## config.mk

```make
export PLATFORM = sky130hd
export DESIGN_NAME = frame_buffer_reader
export DESIGN_NICKNAME = d
export VERILOG_FILES = /design/src/rtl/frame_buffer_reader.sv
export SDC_FILE = /design/constraint.sdc
export NUM_CORES = 1
export LEC_CHECK = 0
export CORE_MARGIN = 2
export CORE_UTILIZATION = 45
export DETAILED_ROUTE_END_ITERATION = 16
export HOLD_SLACK_MARGIN = 0.02
export PLACE_DENSITY = 0.77
export SLEW_MARGIN = 0
export SYNTH_ARGS = -nofsm -noshare
export SYNTH_HDL_FRONTEND = slang
export SYNTH_SLANG_ARGS = --single-unit
```

## constraint.sdc

```tcl
create_clock -name clk -period 3.5 [get_ports clk]
set_clock_uncertainty 0.05 [all_clocks]
set_input_delay 0.7 -clock clk [delete_from_list [all_inputs] [get_ports clk]]
set_output_delay 0.7 -clock clk [all_outputs]
set_load 0.05 [all_outputs]
```

## src/rtl/frame_buffer_reader.sv

```systemverilog
// Read-side responder: resets the selected capture FIFO, waits for a full frame, then streams
// WIDTH*HEIGHT bytes to the disparity engine. Define FRAME_READER_TESTPAT_EN for a counting pattern.
module frame_buffer_reader #(
    parameter int unsigned WIDTH       = 47,
    parameter int unsigned HEIGHT      = 30,
    parameter int unsigned RD_LATENCY  = 1,
    parameter int unsigned RRST_CYCLES = 2
) (
    input  logic       clk,
    input  logic       reset_n,
    input  logic       new_image,
    input  logic       image_sel,
    input  logic       buffer_vref,
    input  logic       buffer_href,
    output logic [7:0] image_data,
    output logic       buffer_ready,
    output logic       frame_done,
    output logic [1:0] fifo_rrst,
    output logic [1:0] fifo_re,
    input  logic [7:0] fifo_dl,
    input  logic [7:0] fifo_dr,
    input  logic [1:0] frame_stored
);

    localparam int unsigned COL_W  = (WIDTH > 1) ? $clog2(WIDTH) : 1;
    localparam int unsigned ROW_W  = (HEIGHT > 1) ? $clog2(HEIGHT) : 1;
    localparam int unsigned RCNT_W = $clog2(RRST_CYCLES + 1);
    localparam logic [COL_W-1:0]  COL_LAST  = COL_W'(WIDTH - 1);
    localparam logic [ROW_W-1:0]  ROW_LAST  = ROW_W'(HEIGHT - 1);
    localparam logic [RCNT_W-1:0] RCNT_LAST = RCNT_W'(RRST_CYCLES - 1);

    typedef enum logic [2:0] {StIdle, StRrst, StWait, StStream, StDrain, StDone} state_e;

    state_e            state_q, state_d;
    logic              sel_q, sel_d;
    logic [COL_W-1:0]  col_q, col_d;
    logic [ROW_W-1:0]  row_q, row_d;
    logic [RCNT_W-1:0] rcnt_q, rcnt_d;
    logic [RD_LATENCY:0] vld_q, vld_d;
    logic [1:0]        fifo_re_q, fifo_re_d;
    logic [1:0]        fifo_rrst_q, fifo_rrst_d;
    logic [7:0]        data_q, data_d;
    logic              ready_q, ready_d;
    logic              accept, flush, frame_avail;
    logic [1:0]        sel_onehot;

`ifdef FRAME_READER_TESTPAT_EN
    logic [7:0] pix_cnt_q, pix_cnt_d;
    logic       unused_inputs;
    assign unused_inputs = ^{fifo_dl, fifo_dr, frame_stored};
    assign frame_avail   = 1'b1;
`else
    assign frame_avail = frame_stored[sel_q];
`endif

    assign sel_onehot = sel_q ? 2'b10 : 2'b01;

    always_comb begin
        state_d = state_q;
        sel_d   = sel_q;
        col_d   = col_q;
        row_d   = row_q;
        rcnt_d  = rcnt_q;
        accept  = 1'b0;
        flush   = 1'b0;
        if (new_image) begin
            // Restart wins over every other transition and discards reads in flight.
            state_d = StRrst;
            sel_d   = image_sel;
            col_d   = '0;
            row_d   = '0;
            rcnt_d  = '0;
            flush   = 1'b1;
        end else begin
            unique case (state_q)
                StIdle: begin
                    col_d = '0;
                    row_d = '0;
                end
                StRrst: begin
                    rcnt_d = rcnt_q + 1'b1;
                    if (rcnt_q == RCNT_LAST) begin
                        rcnt_d  = '0;
                        state_d = StWait;
                    end
                end
                StWait: begin
                    if (frame_avail) state_d = StStream;
                end
                StStream: begin
                    if (buffer_vref && buffer_href) begin
                        accept = 1'b1;
                        if (col_q == COL_LAST) begin
                            col_d = '0;
                            if (row_q == ROW_LAST) state_d = StDrain;
                            else                   row_d   = row_q + 1'b1;
                        end else begin
                            col_d = col_q + 1'b1;
                        end
                    end
                end
                StDrain: begin
                    if (vld_q == '0) state_d = StDone;
                end
                StDone:  state_d = StIdle;
                default: state_d = StIdle;
            endcase
        end
    end

    always_comb begin
        fifo_rrst_d = (!new_image && state_q == StRrst) ? sel_onehot : 2'b00;
`ifdef FRAME_READER_TESTPAT_EN
        fifo_re_d   = 2'b00;
`else
        fifo_re_d   = accept ? sel_onehot : 2'b00;
`endif
        vld_d   = flush ? '0 : {vld_q[RD_LATENCY-1:0], accept};
        ready_d = !flush && vld_q[RD_LATENCY];
        data_d  = data_q;
`ifdef FRAME_READER_TESTPAT_EN
        pix_cnt_d = flush ? 8'd0 : pix_cnt_q;
        if (ready_d) begin
            data_d    = pix_cnt_q;
            pix_cnt_d = pix_cnt_q + 8'd1;
        end
`else
        if (ready_d) data_d = sel_q ? fifo_dr : fifo_dl;
`endif
    end

    always_ff @(posedge clk) begin
        if (!reset_n) begin
            state_q     <= StIdle;
            sel_q       <= 1'b0;
            col_q       <= '0;
            row_q       <= '0;
            rcnt_q      <= '0;
            vld_q       <= '0;
            fifo_re_q   <= 2'b00;
            fifo_rrst_q <= 2'b00;
            data_q      <= 8'd0;
            ready_q     <= 1'b0;
`ifdef FRAME_READER_TESTPAT_EN
            pix_cnt_q   <= 8'd0;
`endif
        end else begin
            state_q     <= state_d;
            sel_q       <= sel_d;
            col_q       <= col_d;
            row_q       <= row_d;
            rcnt_q      <= rcnt_d;
            vld_q       <= vld_d;
            fifo_re_q   <= fifo_re_d;
            fifo_rrst_q <= fifo_rrst_d;
            data_q      <= data_d;
            ready_q     <= ready_d;
`ifdef FRAME_READER_TESTPAT_EN
            pix_cnt_q   <= pix_cnt_d;
`endif
        end
    end

    assign image_data   = data_q;
    assign buffer_ready = ready_q;
    assign frame_done   = (state_q == StDone);
    assign fifo_rrst    = fifo_rrst_q;
    assign fifo_re      = fifo_re_q;

endmodule

```

==> results of run 1 <==
==> registers in the layout (all words and copies together), names as in the netlist <==
register	flops
fifo_re	2
fifo_rrst	2
state_q	3
vld_q	2
row_q	5
col_q	6
sel_q	1
rcnt_q	2
buffer_ready	1
image_data	8
==> critical path, cell delays in order, from the launching register on <==
cell and delay [ns]:
dfxtp_1 0.74, and3b_1 0.24, clkdlybuf4s50_1 0.79
==> synth_stat cells, types with 2 or more instances <==
library cell,number,area (um^2)
a2111oi_4,2,55.1
a211oi_1,6,45.0
a21oi_1,4,20.0
and2_1,3,18.8
buf_2,3,15.0
buf_6,2,22.5
clkbuf_1,4,15.0
dfxtp_1,32,641
ha_1,4,50.1
inv_1,5,18.8
mux2i_1,12,120
nand2_1,17,63.8
nand2b_1,6,37.5
nand3_1,7,35.0
nand4_1,3,18.8
nor2_1,9,33.8
nor2b_1,5,31.3
nor3b_1,2,15.0
o211a_1,9,90.1
o221ai_1,2,17.5
or3_1,2,12.5
xnor2_1,6,52.6
==> metrics by stage <==
| step | worst slack, ns | instances | hold slack (ns) |
|---|---|---|---|
| after floorplan | 1.52 | 164 | 0.358 |
| after global placement | 1.03 | 237 | 0.375 |
| after detailed placement | 0.982 | 237 | 0.380 |
| after CTS | 0.634 | 245 | 0.394 |
| after global routing | 0.555 | 245 | 0.427 |
| final | 0.652 | 245 | 0.401 |
==> power groups by stage <==
stage	registers (uW)	clock network [uW]	logic (uW)
6_report	376	273	69.5
2_1_floorplan	380	0	43.2
3_5_place_dp	385	0	69.2
4_1_cts	376	281	69.6
5_1_grt	377	295	75.4
3_3_place_gp	384	0	68.2
==> cell type report <==
class                           instances  area (um^2)  area share [%]
Multi-Input combinational cell        117          863            42.6
Sequential cell                        32          641            31.6
Timing Repair Buffer                   37          370            18.3
Tap cell                               46         57.6            2.84
Clock buffer                            6         41.3            2.04
Clock inverter                          2         35.0            1.73
Inverter                                5         18.8           0.926
==> final timing paths <==
path | start | end
worst max register to register | sel_q | state_q[0]
worst max-delay path | state_q[2] | frame_done
worst min register to register | rcnt_q[1] | rcnt_q[1]
worst min-delay path | rcnt_q[1] | rcnt_q[1]
==> cells by family (layout without fill, tap and decap cells) <==
family,Yosys count,in the layout,synth area share (%)
simple gates,62,62,21.2
compound gates,32,32,18.6
fa+ha+maj,4,4,3.16
buf+inv,15,50,4.98
xor+xnor,6,6,3.32
flops,32,32,40.5
mux,13,13,8.30
==> layer usage <==
| metal | track usage [%] | wire length, um | vias to the layer above |
|---|---|---|---|
| met5 | 0 | 0 | - |
| met2 | 29.0 | 1590 | 29 |
| li1 | - | - | 656 |
| met4 | 8.42 | 64 | 0 |
| met3 | 4.64 | 155 | 8 |
| met1 | 20.2 | 1400 | 592 |
==> results.py, run 1 <==
metrics = {
    "worst_setup_path": {
        "critical_path_required_ns": 2.75,
        "path_max_fanout": 17,
        "rrSetupSlack_ns": 1.59,
        "crit_path_start_kind": "flip-flop",
        "worstSetupEndpointType": "primary output",
        "path_class": "flip-flop to primary output",
        "r2r_cells": 4,
        "critPathArrivalTime_ns": 2.10,
    },
    "clocking": {
        "post_cts_buffers": 0,
        "cts_hold_buf": 0,
        "cts_inserted_buffers": 5,
        "insertion_delay_ns": 0.33,
        "cts_sinks": 32,
        "cts.path.max_buffers": 2,
        "clkTransAtPathRegs_ns": 0.10,
        "post_cts_resized": 0,
        "cts-root-buf": "clkbuf_4",
        "cts_tree": "yes",
        "cts_max_level": 2,
    },
    "finish": {
        "post-route-util_pct": 60.3,
        "design_area_um2": 2030,
        "diodes": 0,
        "finalNetCount": 226,
        "drive_gt1_share_pct": 6.53,
        "nFillCells": 320,
        "mostFrequentLayoutCell": "clkdlybuf4s50_1",
        "layout_common_cells": "clkdlybuf4s50_1, dfxtp_1, nand2_1, mux2i_1",
        "synthToLayoutAreaGrowth_pct": 28.1,
    },
    "sta": {
        "hold_viol_final": 0,
        "period_minus_slack_ns": 2.85,
        "slew-limit-headroom_pct": 35.3,
        "max_freq_ghz": 0.351,
        "worstMarginPinSlew_ns": 0.968,
        "drv_slew": 0,
        "final.period_utilization_pct": 81.4,
        "tns_ns": 0,
        "rsz0062_at_grt": "no",
        "setup_viol": 0,
    },
    "grt": {
        "grtUsageTotal_pct": 17.2,
        "grt_pass1_vias": 1234,
        "grt_overflow": 0,
        "grt_max_degree": 18,
        "antenna_found_initial": 0,
        "grt_pass1_wl_mm": 5.42,
    },
    "power": {
        "clock_power_share_pct": 38.0,
        "p_sw_share_pct": 22.3,
        "pwr-share-comb_pct": 9.7,
        "vdd_drop_max_mv": 0.246,
        "p_leak_uw": 0.000773,
        "seqPwrFrac_pct": 52.4,
        "p_per_area_nw_per_um2": 354,
        "report.power.total_uw": 718,
        "p_int_uw": 558,
        "p_sw_uw": 160,
    },
    "synthesis": {
        "synth_edf_count": 0,
        "synth_ff_type": "dfxtp_1",
        "synthDistinctLibCells": 41,
        "synthCells": 164,
        "yosysSeqAreaShare_pct": 40.5,
        "synth_seq_cells": 32,
        "async_flop_share_pct": 0,
        "syn-num-nets": 192,
        "yosysWarnings": 0,
        "synth_area_um2": 1580,
        "syn_avg_cell_area_um2": 9.65,
    },
    "hold_path": {
        "hold_path.class": "flip-flop to flip-flop",
        "whs_path_depth": 2,
    },
    "floorplan": {
        "dieWidth_um": 63.3,
        "rows": 21,
        "die_area_um2": 4010,
        "coreArea_um2": 3360,
        "start_util_pct": 47.1,
        "io_pins": 38,
        "die_y_um": 63.3,
    },
    "drt": {
        "viasPerCell": 5.24,
        "drt-wirelength-per-cell_um": 13.1,
        "firstDrtPassIters": 4,
        "vias": 1285,
        "drtIter0Drc": 31,
        "ant_nets": 0,
        "drcViolationCount": 0,
        "wl_mm": 3.21,
    },
    "placed_design": {
        "post_dp_cell_area_um2": 1950,
        "port_buffers": 37,
        "hpwl_mm": 2.43,
        "routabilityCongestion": 0.758,
    },
    "run_status": {
        "status": "completed",
    },
    "job": {
        "drv_cap": 0,
    },
}
(Power assumes the default switching activity.)
==> run 2: changes to the inputs <==
==> constraint.sdc (replaced) <==
create_clock -name clk -period 2.9 [get_ports clk]
set_clock_uncertainty 0.05 [all_clocks]
set_input_delay 0.58 -clock clk [delete_from_list [all_inputs] [get_ports clk]]
set_output_delay 0.58 -clock clk [all_outputs]
set_load 0.05 [all_outputs]
==> run 2 against run 1 <==
  * Core utilization increased by 0.67 points
  * Largest cell class unchanged
  * Flip-flop and latch count is the same
  * Global-route usage rose by 0.36 points
  * Critical path depth is the same
  * Sequential power rose by 20%
  * Design area up 1.1%
  * Final cell count is 1.2% higher
  * Clock power increased by 21%
  * Die area unchanged
  * Setup slack worse by 0.24 ns
  * Largest power group unchanged
  * Register-to-register slack worse by 0.44 ns
==> results.py, run 2 (synthesized netlist as in run 1, its figures left out) <==
metrics = {
    "worst_setup_path": {
        "crit_chain": "and3b_1, clkdlybuf4s50_1",
        "path_max_fanout": 10,
        "rrSetupSlack_ns": 1.15,
        "cp_slowest_stage_delay_ns": 0.79,
        "critical_path_required_ns": 2.27,
        "worstSetupEndpointType": "primary output",
        "worstReg2RegEnd": "col_q[1]",
        "crit_end": "frame_done",
        "reg2reg_from": "state_q[0]",
        "crit_start": "state_q[0]",
        "crit_path_start_kind": "flip-flop",
        "critPathArrivalTime_ns": 1.86,
        "crit_slowest_cell": "clkdlybuf4s50_1",
        "r2r_cells": 4,
        "path_class": "flip-flop to primary output",
    },
    "sta": {
        "hold_viol_final": 0,
        "final.period_utilization_pct": 85.8,
        "period_minus_slack_ns": 2.49,
        "max_freq_ghz": 0.402,
        "tns_ns": 0,
        "setup_viol": 0,
        "fin_ws_ns": 0.413,
        "whs_ns": 0.392,
        "rsz0062_at_grt": "no",
        "slew-limit-headroom_pct": 59.5,
        "worstMarginPinSlew_ns": 0.606,
        "drv_slew": 0,
    },
    "hold_path": {
        "whs_path_depth": 2,
        "holdCritStartpoint": "rcnt_q[1]",
        "hold_path.class": "flip-flop to flip-flop",
    },
    "power": {
        "p_leak_uw": 0.000789,
        "vdd_drop_max_mv": 0.275,
        "p_per_area_nw_per_um2": 423,
    },
    "grt": {
        "grt_pass1_wl_mm": 5.53,
        "antenna_found_initial": 0,
        "grt_max_degree": 17,
        "grtUsageTotal_pct": 17.6,
        "grt_overflow": 0,
        "grt_pass1_vias": 1230,
    },
    "floorplan": {
        "io_pins": 38,
        "dieWidth_um": 63.3,
        "die_y_um": 63.3,
        "coreArea_um2": 3360,
        "die_area_um2": 4010,
        "start_util_pct": 47.1,
        "rows": 21,
    },
    "finish": {
        "design_area_um2": 2050,
        "layout_common_cells": "clkdlybuf4s50_1, dfxtp_1, nand2_1, mux2i_1",
        "largest_reg_flops": 8,
        "diodes": 0,
        "drive_gt1_share_pct": 7.92,
        "finalNetCount": 229,
        "instances_no_fill": 248,
        "synthToLayoutAreaGrowth_pct": 29.5,
        "mostFrequentLayoutCell": "clkdlybuf4s50_1",
    },
    "placed_design": {
        "routabilityCongestion": 0.784,
        "post_dp_cell_area_um2": 1970,
        "port_buffers": 37,
        "hpwl_mm": 2.52,
        "dp_cells": 240,
        "dp_slack_ns": 0.498,
    },
    "clocking": {
        "insertion_delay_ns": 0.33,
        "cts_hold_buf": 0,
        "clkTransAtPathRegs_ns": 0.10,
        "cts.path.max_buffers": 2,
        "cts_max_level": 2,
        "cts_sinks": 32,
        "cts-root-buf": "clkbuf_4",
        "cts_inserted_buffers": 5,
        "post_cts_buffers": 0,
        "cts_tree": "yes",
        "post_cts_resized": 0,
    },
    "drt": {
        "firstDrtPassIters": 4,
        "drtIter0Drc": 60,
        "wl_mm": 3.30,
        "drcViolationCount": 0,
        "drt-wirelength-per-cell_um": 13.3,
        "ant_nets": 0,
        "viasPerCell": 5.24,
        "vias": 1300,
    },
    "run_status": {
        "status": "completed",
    },
    "job": {
        "drv_cap": 0,
    },
}
run 2: cell count changes in the layout (fill, tap and decap cells not counted), sizes merged:
cell	delta
buf	+3
run 2: worst min-delay path by stage:
stage	end	slack, ns
final	rcnt_q[1]	0.39
after global placement	rcnt_q[1]	0.37
after global routing	rcnt_q[1]	0.42
after detailed placement	rcnt_q[1]	0.38
after floorplan	rcnt_q[1]	0.36
after CTS	rcnt_q[1]	0.39
run 2: metal layers:
| layer | wire length [um] | track usage [%] |
|---|---|---|
| met5 | 0 | 0 |
| met2 | 1710 | 29.4 |
| met3 | 148 | 5.00 |
| met1 | 1420 | 21.5 |
| met4 | 22 | 6.52 |
run 2: report_power, final:
group	internal, uW	total [uW]	switching [uW]
logic	50.0	89.1	39.2
clock network	181	329	148
registers	444	450	6.39
run 2: area by class of cell:
type | count | area [um^2]
Clock buffer | 6 | 41.3
Clock inverter | 2 | 35.0
Fill cell | 302 | 1310
Inverter | 5 | 18.8
Multi-Input combinational cell | 117 | 863
Sequential cell | 32 | 641
Tap cell | 46 | 57.6
Timing Repair Buffer | 40 | 393
run 2: critical path, delay by kind of cell (launching register included):
family                 cells  cell delay [ns]
DFF                        1             0.53
buffers and inverters      1             0.79
and+or+nand+nor            1             0.21
run 2: through the flow:
step | utilization (%) | total power, uW
6_report | 60.9 | 868
5_1_grt | 60.9 | 910
4_1_cts | 60.9 | 875
3_5_place_dp | 58.7 | 549
3_3_place_gp | 58.7 | 548
2_1_floorplan | - | 511
